[src/rtl/rom_stream_reader.sv]
// Streams LEN words from a synchronous ROM starting at BASE into a 4-entry output FIFO.
// Optional feature macro: ROM_STREAM_READER_LOOP_EN adds a LOOP input for gap-free burst repetition.
module rom_stream_reader #(
  parameter int ADDR_WIDTH = 8,
  parameter int DATA_WIDTH = 8
) (
  input  logic                  CLKIN,
  input  logic                  RESET,
  input  logic                  START,
`ifdef ROM_STREAM_READER_LOOP_EN
  input  logic                  LOOP,
`endif
  input  logic [ADDR_WIDTH-1:0] BASE,
  input  logic [ADDR_WIDTH:0]   LEN,
  output logic [ADDR_WIDTH-1:0] RADDR,
  output logic                  RE,
  input  logic [DATA_WIDTH-1:0] RDATA,
  output logic [DATA_WIDTH-1:0] DOUT,
  output logic                  VALID,
  input  logic                  READY,
  output logic                  BUSY,
  output logic                  DONE
);

  // Stream handshake: a word moves on a CLKIN edge where VALID and READY are both high;
  // VALID never drops and DOUT never changes until that transfer happens.

  typedef enum logic [1:0] {IDLE, RUN, DRAIN} state_t;

  localparam logic [ADDR_WIDTH-1:0] ADDR_ONE = {{(ADDR_WIDTH-1){1'b0}}, 1'b1};
  localparam logic [ADDR_WIDTH:0]   LEN_ONE  = {{ADDR_WIDTH{1'b0}}, 1'b1};

  state_t                state, state_next;
  logic [ADDR_WIDTH-1:0] base_q, next_addr, addr_issue, cap_base;
  logic [ADDR_WIDTH:0]   len_q, rem, rem_src, cap_len;
  logic                  pend;
  logic [DATA_WIDTH-1:0] mem [4];
  logic [1:0]            wr_ptr, rd_ptr;
  logic [2:0]            occ, total;
  logic                  issue, reload, load_start, done_next, last, space;
  logic                  push, pop, loop_en;

`ifdef ROM_STREAM_READER_LOOP_EN
  assign loop_en = LOOP;
`else
  assign loop_en = 1'b0;
`endif

  assign VALID = (occ != 3'd0);
  assign DOUT  = mem[rd_ptr];
  assign BUSY  = (state != IDLE);
  assign push  = pend;
  assign pop   = VALID && READY;
  // Occupancy plus reads still in the ROM pipeline (RE stage and pend stage).
  assign total = occ + {2'b00, RE} + {2'b00, pend};
  assign space = (total < 3'd4);

  always_comb begin
    state_next = state;
    issue      = 1'b0;
    reload     = 1'b0;
    load_start = 1'b0;
    done_next  = 1'b0;
    addr_issue = next_addr;
    cap_base   = base_q;
    cap_len    = len_q;
    rem_src    = rem;
    case (state)
      IDLE: begin
        if (START) begin
          if (LEN == '0) begin
            done_next = 1'b1;
          end else begin
            issue      = 1'b1;
            load_start = 1'b1;
            addr_issue = BASE;
            cap_base   = BASE;
            cap_len    = LEN;
            rem_src    = LEN;
            state_next = RUN;
          end
        end
      end
      RUN: begin
        if (space) issue = 1'b1;
      end
      DRAIN: begin
        if (!RE && !pend && (occ == 3'd1) && pop) begin
          state_next = IDLE;
          done_next  = 1'b1;
        end
      end
      default: state_next = IDLE;
    endcase
    last = issue && (rem_src == LEN_ONE);
    if (last) begin
      if (loop_en) reload = 1'b1;
      else         state_next = DRAIN;
    end
  end

  always_ff @(posedge CLKIN or posedge RESET) begin
    if (RESET) begin
      state     <= IDLE;
      RE        <= 1'b0;
      RADDR     <= '0;
      DONE      <= 1'b0;
      base_q    <= '0;
      len_q     <= '0;
      next_addr <= '0;
      rem       <= '0;
      pend      <= 1'b0;
    end else begin
      state <= state_next;
      RE    <= issue;
      DONE  <= done_next;
      // pend marks ROM data that will be valid on RDATA at the next edge.
      pend  <= RE;
      if (issue) RADDR <= addr_issue;
      if (load_start) begin
        base_q <= BASE;
        len_q  <= LEN;
      end
      if (issue) begin
        if (reload) begin
          next_addr <= cap_base;
          rem       <= cap_len;
        end else begin
          next_addr <= addr_issue + ADDR_ONE;
          rem       <= rem_src - LEN_ONE;
        end
      end
    end
  end

  always_ff @(posedge CLKIN or posedge RESET) begin
    if (RESET) begin
      wr_ptr <= 2'd0;
      rd_ptr <= 2'd0;
      occ    <= 3'd0;
      for (int i = 0; i < 4; i++) mem[i] <= '0;
    end else begin
      if (push) begin
        mem[wr_ptr] <= RDATA;
        wr_ptr      <= wr_ptr + 2'd1;
      end
      if (pop) rd_ptr <= rd_ptr + 2'd1;
      case ({push, pop})
        2'b10:   occ <= occ + 3'd1;
        2'b01:   occ <= occ - 3'd1;
        default: occ <= occ;
      endcase
    end
  end

endmodule

[config.mk]
export PLATFORM = sky130hd
export DESIGN_NAME = rom_stream_reader
export DESIGN_NICKNAME = d
export VERILOG_FILES = /design/src/rtl/rom_stream_reader.sv
export SDC_FILE = /design/constraint.sdc
export NUM_CORES = 1
export LEC_CHECK = 0
export BUFFER_PORTS_ARGS = -buffer_cell sky130_fd_sc_hd__buf_2
export CAP_MARGIN = 25
export CELL_PAD_IN_SITES_DETAIL_PLACEMENT = 2
export CELL_PAD_IN_SITES_GLOBAL_PLACEMENT = 2
export CORE_UTILIZATION = 39
export CTS_BUF_LIST = sky130_fd_sc_hd__clkbuf_8
export DETAILED_ROUTE_END_ITERATION = 12
export GPL_TIMING_DRIVEN = 1
export PLACE_DENSITY = 0.93
export SETUP_SLACK_MARGIN = 0.05
export SYNTH_ARGS = -nofsm -noshare
export SYNTH_HDL_FRONTEND = slang
export SYNTH_SLANG_ARGS = --single-unit
[constraint.sdc]
create_clock -name CLKIN -period 2.8 [get_ports CLKIN]
set_clock_uncertainty 0.05 [all_clocks]
set_input_delay 0 -clock CLKIN [delete_from_list [all_inputs] [get_ports CLKIN]]
set_output_delay 0 -clock CLKIN [all_outputs]
set_load 0.05 [all_outputs]
Word-level counts from Yosys, hierarchy flattened. Index checks and enable logic that the tools add are counted.

Add/subtract/negate cells: 8. $lt $le $gt $ge: 4. Eq/ne operators: 10. Muxes and demuxes: 26. Bitwise logic cells: 2. Reductions and logical operators: 14.

Operators with widths (count): 2-to-1 mux 8 bit (6); bitwise mux 32 bit (1); 2-to-1 mux 9 bit (3); binary-select mux 8 bit (select 2 bit) (1); demux 8 bit (select 2 bit) (1); == test 9 x 1 -> 1 bit (second input constant) (1); zero test 9 bit (1); != test 3 bit (second input constant) (3); subtractor 9 x 1 -> 9 bit (second input constant) (1); adder 8 x 1 -> 8 bit (second input constant) (1); 2-to-1 mux 2 bit (4); adder 3 x 1 -> 3 bit (2); >= comparator 3 bit (second input constant) (2); logical AND 1 bit (6); 2-to-1 mux 1 bit (6); NOT 2 -> 3 bit (2); case mux 2 bit (3 select lines) (1); case mux 3 bit (2 select lines) (1); adder 2 x 1 -> 2 bit (second input constant) (2); == test 2 x 1 -> 1 bit (second input constant) (2); == test 2 bit (second input constant) (2); case mux 1 bit (2 select lines) (2); AND reduction 4 bit (1); nonzero test 2 bit (2); other kinds (9) (10).

Register bits: 69. Bits of input ports: 29. Output and inout port bits: 20.

Logic depth before layout (Yosys ltp). Gate-level depths: netlist (run 1).

Depth in word-level cells: 8. Depth in mapped cells: 10. Gate-level depth less buffers: 10.

Worst setup path before layout (run 1). OpenSTA, ideal clock, no wires.

Path type: register -> register. Start: register state[1]. End: register rem[8]. Data arrival time: 2.485 ns. Setup slack: 0.130 ns. Cell stages (with the launch flop): 11. Buffers on the path: 1. Cell sequence: dfrtp_1 -> or2_2 -> nor2_2 -> nand2_1 -> buf_2 -> a22oi_1 -> ha_1 -> o221ai_2 -> a211oi_2 -> a21o_1 -> o211ai_1.

Word-level cells in the longest chain between the ends: 3. Elaborated cells between the ends (all ways): 5.

RTL lines: start: declaration (RTL line 33) `state_t state, state_next;`; start signal: assignment (RTL line 114) `state <= state_next;`; zero test 2 bit (RTL line 68) `case (state)`; 2-to-1 mux 9 bit (RTL line 68); subtractor 9 x 1 -> 9 bit (RTL line 130) `rem <= rem_src - LEN_ONE;`; end signal: assignment (RTL line 127) `rem <= cap_len;`; end signal: assignment (RTL line 130); end: declaration (RTL line 35) `logic [ADDR_WIDTH:0] len_q, rem, rem_src, cap_len;`.

Several ways; a longest one is shown, not always the timed one. A chain may end at the register's enable or synchronous reset.

Worst setup path after layout (run 1). Same ends and word-level chain as after synthesis.

==> results of run 1 <==
[through the flow]
step	cell area [µm²]	setup WS [ns]	hold slack [ns]	instances
6_report	4540	0.202	0.0402	526
3_3_place_gp	4090	0.450	-0.0135	486
2_1_floorplan	3690	0.130	0.101	326
4_1_cts	4530	0.147	0.0237	526
3_5_place_dp	4090	0.190	-0.0118	486
5_1_grt	4540	0.0480	0.0527	526
[synthesized netlist by cell type, drive strengths merged (7+ instances only)]
cell	n	area, µm²
a31oi	7	58.8
a21oi	9	52.6
nand2	37	139
ha	13	163
mux4	8	180
o21ai	8	40.0
dfrtp	69	1730
nor3	10	60.1
nor2	25	98.8
inv	13	48.8
nand3	11	55.1
xnor2	18	158
mux2	37	417
mux2i	7	70.1
[critical path, cell delays in order (launching register included)]
cell	delay [ns]
sky130_fd_sc_hd__dfrtp_1	0.44
sky130_fd_sc_hd__or2_2	0.33
sky130_fd_sc_hd__nor2_2	0.13
sky130_fd_sc_hd__nand2_2	0.16
sky130_fd_sc_hd__a22oi_1	0.28
sky130_fd_sc_hd__ha_1	0.26
sky130_fd_sc_hd__o221ai_2	0.18
sky130_fd_sc_hd__a211oi_2	0.35
sky130_fd_sc_hd__a21o_1	0.18
sky130_fd_sc_hd__o211ai_1	0.10
[logic make-up (layout without fill, tap and decap cells)]
logic type,Yosys count,after routing,synth area share
adders and majority gates,13,13,0.0441
DFF,69,69,0.468
AOI/OAI and AO/OA,44,44,0.0859
xor gates and xnor gates,24,24,0.0570
and+or+nand+nor,102,102,0.138
buffers and inverters,22,111,0.0258
muxes,52,52,0.181
[power by group through the flow]
stage          logic (µW)  clock network, µW  registers, µW
3_5_place_dp         2960                  0           1990
6_report             3070                828           2000
2_1_floorplan        2140                  0           1980
4_1_cts              3030                840           1980
3_3_place_gp         2780                  0           1920
5_1_grt              3280                891           2060
[timing repair]
item	in CTS	in global routing
setup endpoints to repair	0	3
hold buffers	24	0
buffers inserted	0	0
hold endpoints to repair	68	0
gates resized for setup	0	3
[how the worst max path moves through the flow]
stage | endpoint | slack (ns) | cells after the start
finish | rem[8] | 0.20 | 9
global route | rem[8] | 0.05 | 9
CTS | rem[8] | 0.15 | 9
detailed placement | rem[8] | 0.19 | 9
global placement | rem[8] | 0.45 | 9
floorplan | rem[8] | 0.13 | 10
[flip-flops by register name, summed over array words and instances, names as in the netlist]
name       cells
rd_ptr         2
state          2
wr_ptr         2
RADDR          8
occ            3
DONE           1
pend           1
RE             1
mem           32
rem            9
next_addr      8
[routing by layer]
metal  up-vias  track usage
met1      1517        0.298
met3        22       0.0492
met5         -            0
met4         0        0.101
li1       1333            -
met2        74        0.457
[layout make-up]
cell class | count | area share
clock buffers | 9 | 0.0273
multi-input cells | 235 | 0.412
inverters | 13 | 0.0108
well taps | 111 | 0.0306
repair buffers | 82 | 0.123
clock inverters | 7 | 0.0157
flip-flops and latches | 69 | 0.380
==> flow_summary.yaml, run 1 <==
worst_setup_path:
  worstSetupStartpointType: "flip-flop"
  reg2reg_from: "state[1]"
  timing.critical_path.from: "state[1]"
  crit_type: "reg -> reg"
  worstPathArrival_ns: 2.77
  timing.critical_path.fanout_max: 8
  cp.required_ns: 2.98
  ff2ff_setup_slack_ns: 0.20
  worst-r2r-cell-count: 9
  worst_setup_path_end_kind: "flip-flop"
  critical_path.reg2reg.endpoint: "rem[8]"
drt:
  route.layer.met1.wl_mm: 4.83
  drc: 0
  maxUsedRoutingLayer: "met4"
  dr_total_vias: 2946
  routed-wl-met3_um: 368
  detail_route.first_pass.iterations: 4
  route.detailed.wl_per_inst_um: 22.0
  route.met2.wl_mm: 6.10
  drt-total-wl_mm: 11.6
  final_antenna_net_count: 0
  initialDrtViolationCount: 80
  post_drt_via_cell_ratio: 5.60
timing:
  period_minus_slack_ns: 2.60
  max_freq_mhz: 385
  timing.final.setup_violations: 0
  slew_viol_final: 0
  setup_total_negative_slack_ns: 0
  rsz_0062_raised_after_global_routing: "no"
  max-slew-margin-rel: 0.555
  timing.final.hold_violations: 0
  final_min_period_over_clock_period: 0.928
  worst-slew-pin-transition_ns: 0.667
clock_tree:
  cts_tree: "done"
  tritoncts_buffers: 9
  cts.sinks: 69
  clock_insertion_delay_worst_skew_ns: 0.36
  htreeDepth: 3
  cts_max_path_buffers: 2
  cts_root_buffer: "sky130_fd_sc_hd__clkbuf_8"
  clk_pin_slew_worst_paths_ns: 0.09
power:
  worst_ir_drop_vdd_mv: 0.520
  p_leak_uw: 0.00200
  power.density_cell_area_nw_per_um2: 1300
  report.power.total_uw: 5890
  pwr-share-comb: 0.521
  power.sequential.fraction: 0.339
  power_switching_share: 0.484
  pwr-share-clk: 0.140
  cellInternalPower_uw: 3040
  power_switching_uw: 2850
floorplan:
  die_height_um: 99.2
  num_ports: 49
  dieWidth_um: 99.2
  floorplan.core_area_um2: 9200
  floorplan.die_area_um2: 9840
  start_util: 0.401
  std_cell_rows: 35
placement:
  port-buffer-count: 48
  routabilityCongestion: 0.771
  post_detailed_placement_half_perimeter_wirelength_mm: 7.51
final_layout:
  multiInputGateArea_um2: 1870
  layout.cells.most_common_list: "69 x sky130_fd_sc_hd__dfrtp_1, 48 x sky130_fd_sc_hd__buf_2, 36 x sky130_fd_sc_hd__nand2_1, 34 x sky130_fd_sc_hd__mux2_2, 24 x sky130_fd_sc_hd__dlygate4sd3_1"
  areaGrowthSynthToFinish_pct: 23.1
  layout-drive-gt1-share: 0.323
  fill_cells: 939
  final_net_count: 452
  final_core_utilization: 0.493
  antenna-diode-count: 0
  final_common_cell: "sky130_fd_sc_hd__dfrtp_1"
  regArea_um2: 1730
synth:
  synth-async-reset-ratio: 1.00
  yosys_warnings: 0
  post_synth_inst_count: 326
  yosys_most_used_dff: "sky130_fd_sc_hd__dfrtp_1"
  synth_fp_nets: 368
  ys_ff_latch: 69
  netlist-cell-type-count: 47
  synth_enable_flop_cells: 0
  seq_area_frac_synth: 0.468
  postSynthAreaPerCell_um2: 11.3
  synthesis.area_um2: 3690
hold_path:
  hold_start: "BASE[2]"
  min-delay-path-class: "in -> reg"
  whs_path_depth: 3
  hold_path_end: "next_addr[2]"
global_route:
  grt_usage: 0.254
  grt_antenna_before_repair: 0
  grt_pass1_vias: 3364
  grt_first_pass_wirelength_mm: 18.7
  globalRouteOverflowTotal: 0
  grt_max_degree: 35
run:
  maxCapViolations: 0
outcome:
  status: "complete, no violations"
Note: power is estimated with default switching activity, not from simulation.
==> run 2: changes to the inputs <==
--- a/config.mk
+++ b/config.mk
@@ -5,7 +5,7 @@
 export SDC_FILE = /design/constraint.sdc
 export NUM_CORES = 1
 export LEC_CHECK = 0
-export BUFFER_PORTS_ARGS = -buffer_cell sky130_fd_sc_hd__buf_2
+export BUFFER_PORTS_ARGS = -buffer_cell sky130_fd_sc_hd__buf_4
 export CAP_MARGIN = 25
 export CELL_PAD_IN_SITES_DETAIL_PLACEMENT = 2
 export CELL_PAD_IN_SITES_GLOBAL_PLACEMENT = 2
==> flow_summary.yaml, run 2 (synthesis gave the netlist of run 1 again) <==
drt:
  final_antenna_net_count: 0
  detail_route.first_pass.iterations: 4
  dr_total_vias: 2923
  route.detailed.wl_per_inst_um: 22.4
  drt-total-wl_mm: 11.8
  drc: 0
  post_drt_via_cell_ratio: 5.56
  initialDrtViolationCount: 60
floorplan:
  floorplan.core_area_um2: 9200
  floorplan.die_area_um2: 9840
  num_ports: 49
  std_cell_rows: 35
  die_height_um: 99.2
  dieWidth_um: 99.2
  start_util: 0.401
placement:
  routabilityCongestion: 0.791
  place.detailed.instances: 485
  post_detailed_placement_half_perimeter_wirelength_mm: 7.76
  port-buffer-count: 48
timing:
  timing.final.setup_violations: 0
  max_freq_mhz: 397
  max-slew-margin-rel: 0.401
  setup_total_negative_slack_ns: 0
  timing.final.hold_violations: 0
  period_minus_slack_ns: 2.52
  slew_viol_final: 0
  rsz_0062_raised_after_global_routing: "no"
  worst-slew-pin-transition_ns: 0.898
  final_min_period_over_clock_period: 0.900
power:
  power_switching_uw: 2870
  worst_ir_drop_vdd_mv: 0.569
  power.sequential.fraction: 0.331
  pwr-share-comb: 0.525
  power.density_cell_area_nw_per_um2: 1310
  pwr-share-clk: 0.144
  power_switching_share: 0.470
  cellInternalPower_uw: 3230
  p_leak_uw: 0.00203
global_route:
  grt_usage: 0.264
  routing_layer_with_the_top_usage_in_global_route: "met2"
  gr-usage-met2: 0.489
  grt_pass1_vias: 3477
  grt_max_degree: 70
  use_met3: 0.0387
  grt_use_met1: 0.307
  grt_antenna_before_repair: 0
  globalRouteOverflowTotal: 0
  grt_first_pass_wirelength_mm: 19.4
run:
  maxCapViolations: 0
final_layout:
  areaGrowthSynthToFinish_pct: 26.7
  final_net_count: 452
  layout.cells.non_filler: 526
  largest_register: "mem"
  largest_registers_in_the_final_layout: "mem (32), rem (9)"
  layout.cells.most_common_list: "69 x sky130_fd_sc_hd__dfrtp_1, 57 x sky130_fd_sc_hd__buf_4, 37 x sky130_fd_sc_hd__nand2_1, 34 x sky130_fd_sc_hd__mux2_2, 25 x sky130_fd_sc_hd__dlygate4sd3_1"
  antenna-diode-count: 0
  layout-drive-gt1-share: 0.316
  largest_reg_flops: 32
  final_common_cell: "sky130_fd_sc_hd__dfrtp_1"
worst_setup_path:
  critical_path.reg2reg.endpoint: "next_addr[5]"
  crit_top_cell: "sky130_fd_sc_hd__a21o_1"
  cp.required_ns: 2.98
  reg2reg_from: "pend"
  crit_type: "reg -> reg"
  timing.critical_path.fanout_max: 14
  worst_setup_path_end_kind: "flip-flop"
  timing.critical_path.cells: "ha_1 -> a21o_1 -> a21o_1 -> a21o_1 -> nor3_1 -> xnor2_1 -> mux2i_1"
  ff2ff_setup_slack_ns: 0.28
  worstPathArrival_ns: 2.70
  crit_path_max_incr_delay_ns: 0.51
  worstSetupStartpointType: "flip-flop"
  worst-r2r-cell-count: 7
  timing.critical_path.from: "pend"
  worstSetupEndpoint: "next_addr[5]"
  slowest_stage_cell_on_the_critical_path: "sky130_fd_sc_hd__dfrtp_1"
clock_tree:
  cts_root_buffer: "sky130_fd_sc_hd__clkbuf_8"
  clock_insertion_delay_worst_skew_ns: 0.36
  cts_tree: "done"
  cts_max_path_buffers: 2
  htreeDepth: 3
  clk_pin_slew_worst_paths_ns: 0.09
  cts_setup_buffers: 0
  cts.sinks: 69
  tritoncts_buffers: 9
hold_path:
  min-delay-path-class: "in -> reg"
outcome:
  status: "complete, no violations"
==> run 2: cell count changes in the layout (fill, tap and decap cells not counted), moves of 2 or more <==
cell	previous run	this run
sky130_fd_sc_hd__buf_2	48	0
sky130_fd_sc_hd__buf_4	9	57
sky130_fd_sc_hd__inv_8	4	1
sky130_fd_sc_hd__clkinvlp_4	0	2
==> run 2: metrics by stage <==
| stage | power, µW | cell area, µm² | hold WS (ns) | setup slack (ns) | utilization |
|---|---|---|---|---|---|
| after CTS | 6070 | 4660 | 0.0195 | 0.250 | 0.507 |
| final | 6100 | 4670 | 0.0329 | 0.279 | 0.508 |
| after global routing | 6460 | 4670 | 0.0386 | 0.128 | 0.508 |
| after global placement | 4820 | 4210 | 0.210 | 0.510 | 0.457 |
| after floorplan | 4120 | 3690 | 0.101 | 0.130 | - |
| after detailed placement | 5120 | 4210 | 0.220 | 0.360 | 0.457 |
==> run 2: what timing repair did <==
| action | CTS | global route |
|---|---|---|
| endpoints found under the hold margin | 122 | 0 |
| hold buffers | 25 | 0 |
| gates resized for setup | 0 | 1 |
| endpoints found under the setup margin | 0 | 2 |
==> run 2: worst max-delay path: cells and delay by family (launching register included) <==
| kind | cells | cell delay, ns |
|---|---|---|
| AND/OR/NAND/NOR | 1 | 0.37 |
| AO/OA/AOI/OAI | 3 | 0.78 |
| flip-flops | 1 | 0.51 |
| XOR/XNOR | 1 | 0.20 |
| adder cells (fa/ha/maj) | 1 | 0.34 |
| multiplexers | 1 | 0.14 |
==> run 2: how the worst min path moves through the flow <==
stage	slack, ns	depth (start not counted)	from	endpoint
6_report	0.03	4	LEN[7]	rem[7]
5_1_grt	0.04	3	BASE[0]	next_addr[0]
4_1_cts	0.02	3	BASE[0]	next_addr[0]
3_5_place_dp	0.22	2	RDATA[3]	mem[19]
3_3_place_gp	0.21	2	RDATA[4]	mem[28]
2_1_floorplan	0.10	1	RDATA[0]	mem[0]
==> run 2: area by class of cell <==
cell class	instances	area (µm²)
inverters	13	48.8
multi-input cells	235	1870
clock buffers	9	124
well taps	111	139
flip-flops and latches	69	1730
fillers	922	4530
repair buffers	82	678
clock inverters	7	82.6
==> run 2: layer usage <==
layer  routed length [µm]  vias up  share of wire
met5                    0        -              0
met4                  269        0          0.023
met3                  306       25          0.026
met2                 6340       69           0.54
met1                 4850     1499           0.41
li1                     -     1330              -
==> run 2: power groups by stage <==
stage	Clock [µW]	Combinational [µW]	Sequential, µW
6_report	879	3200	2020
5_1_grt	933	3450	2080
4_1_cts	887	3180	2010
3_5_place_dp	0	3100	2010
3_3_place_gp	0	2900	1920
2_1_floorplan	0	2140	1980
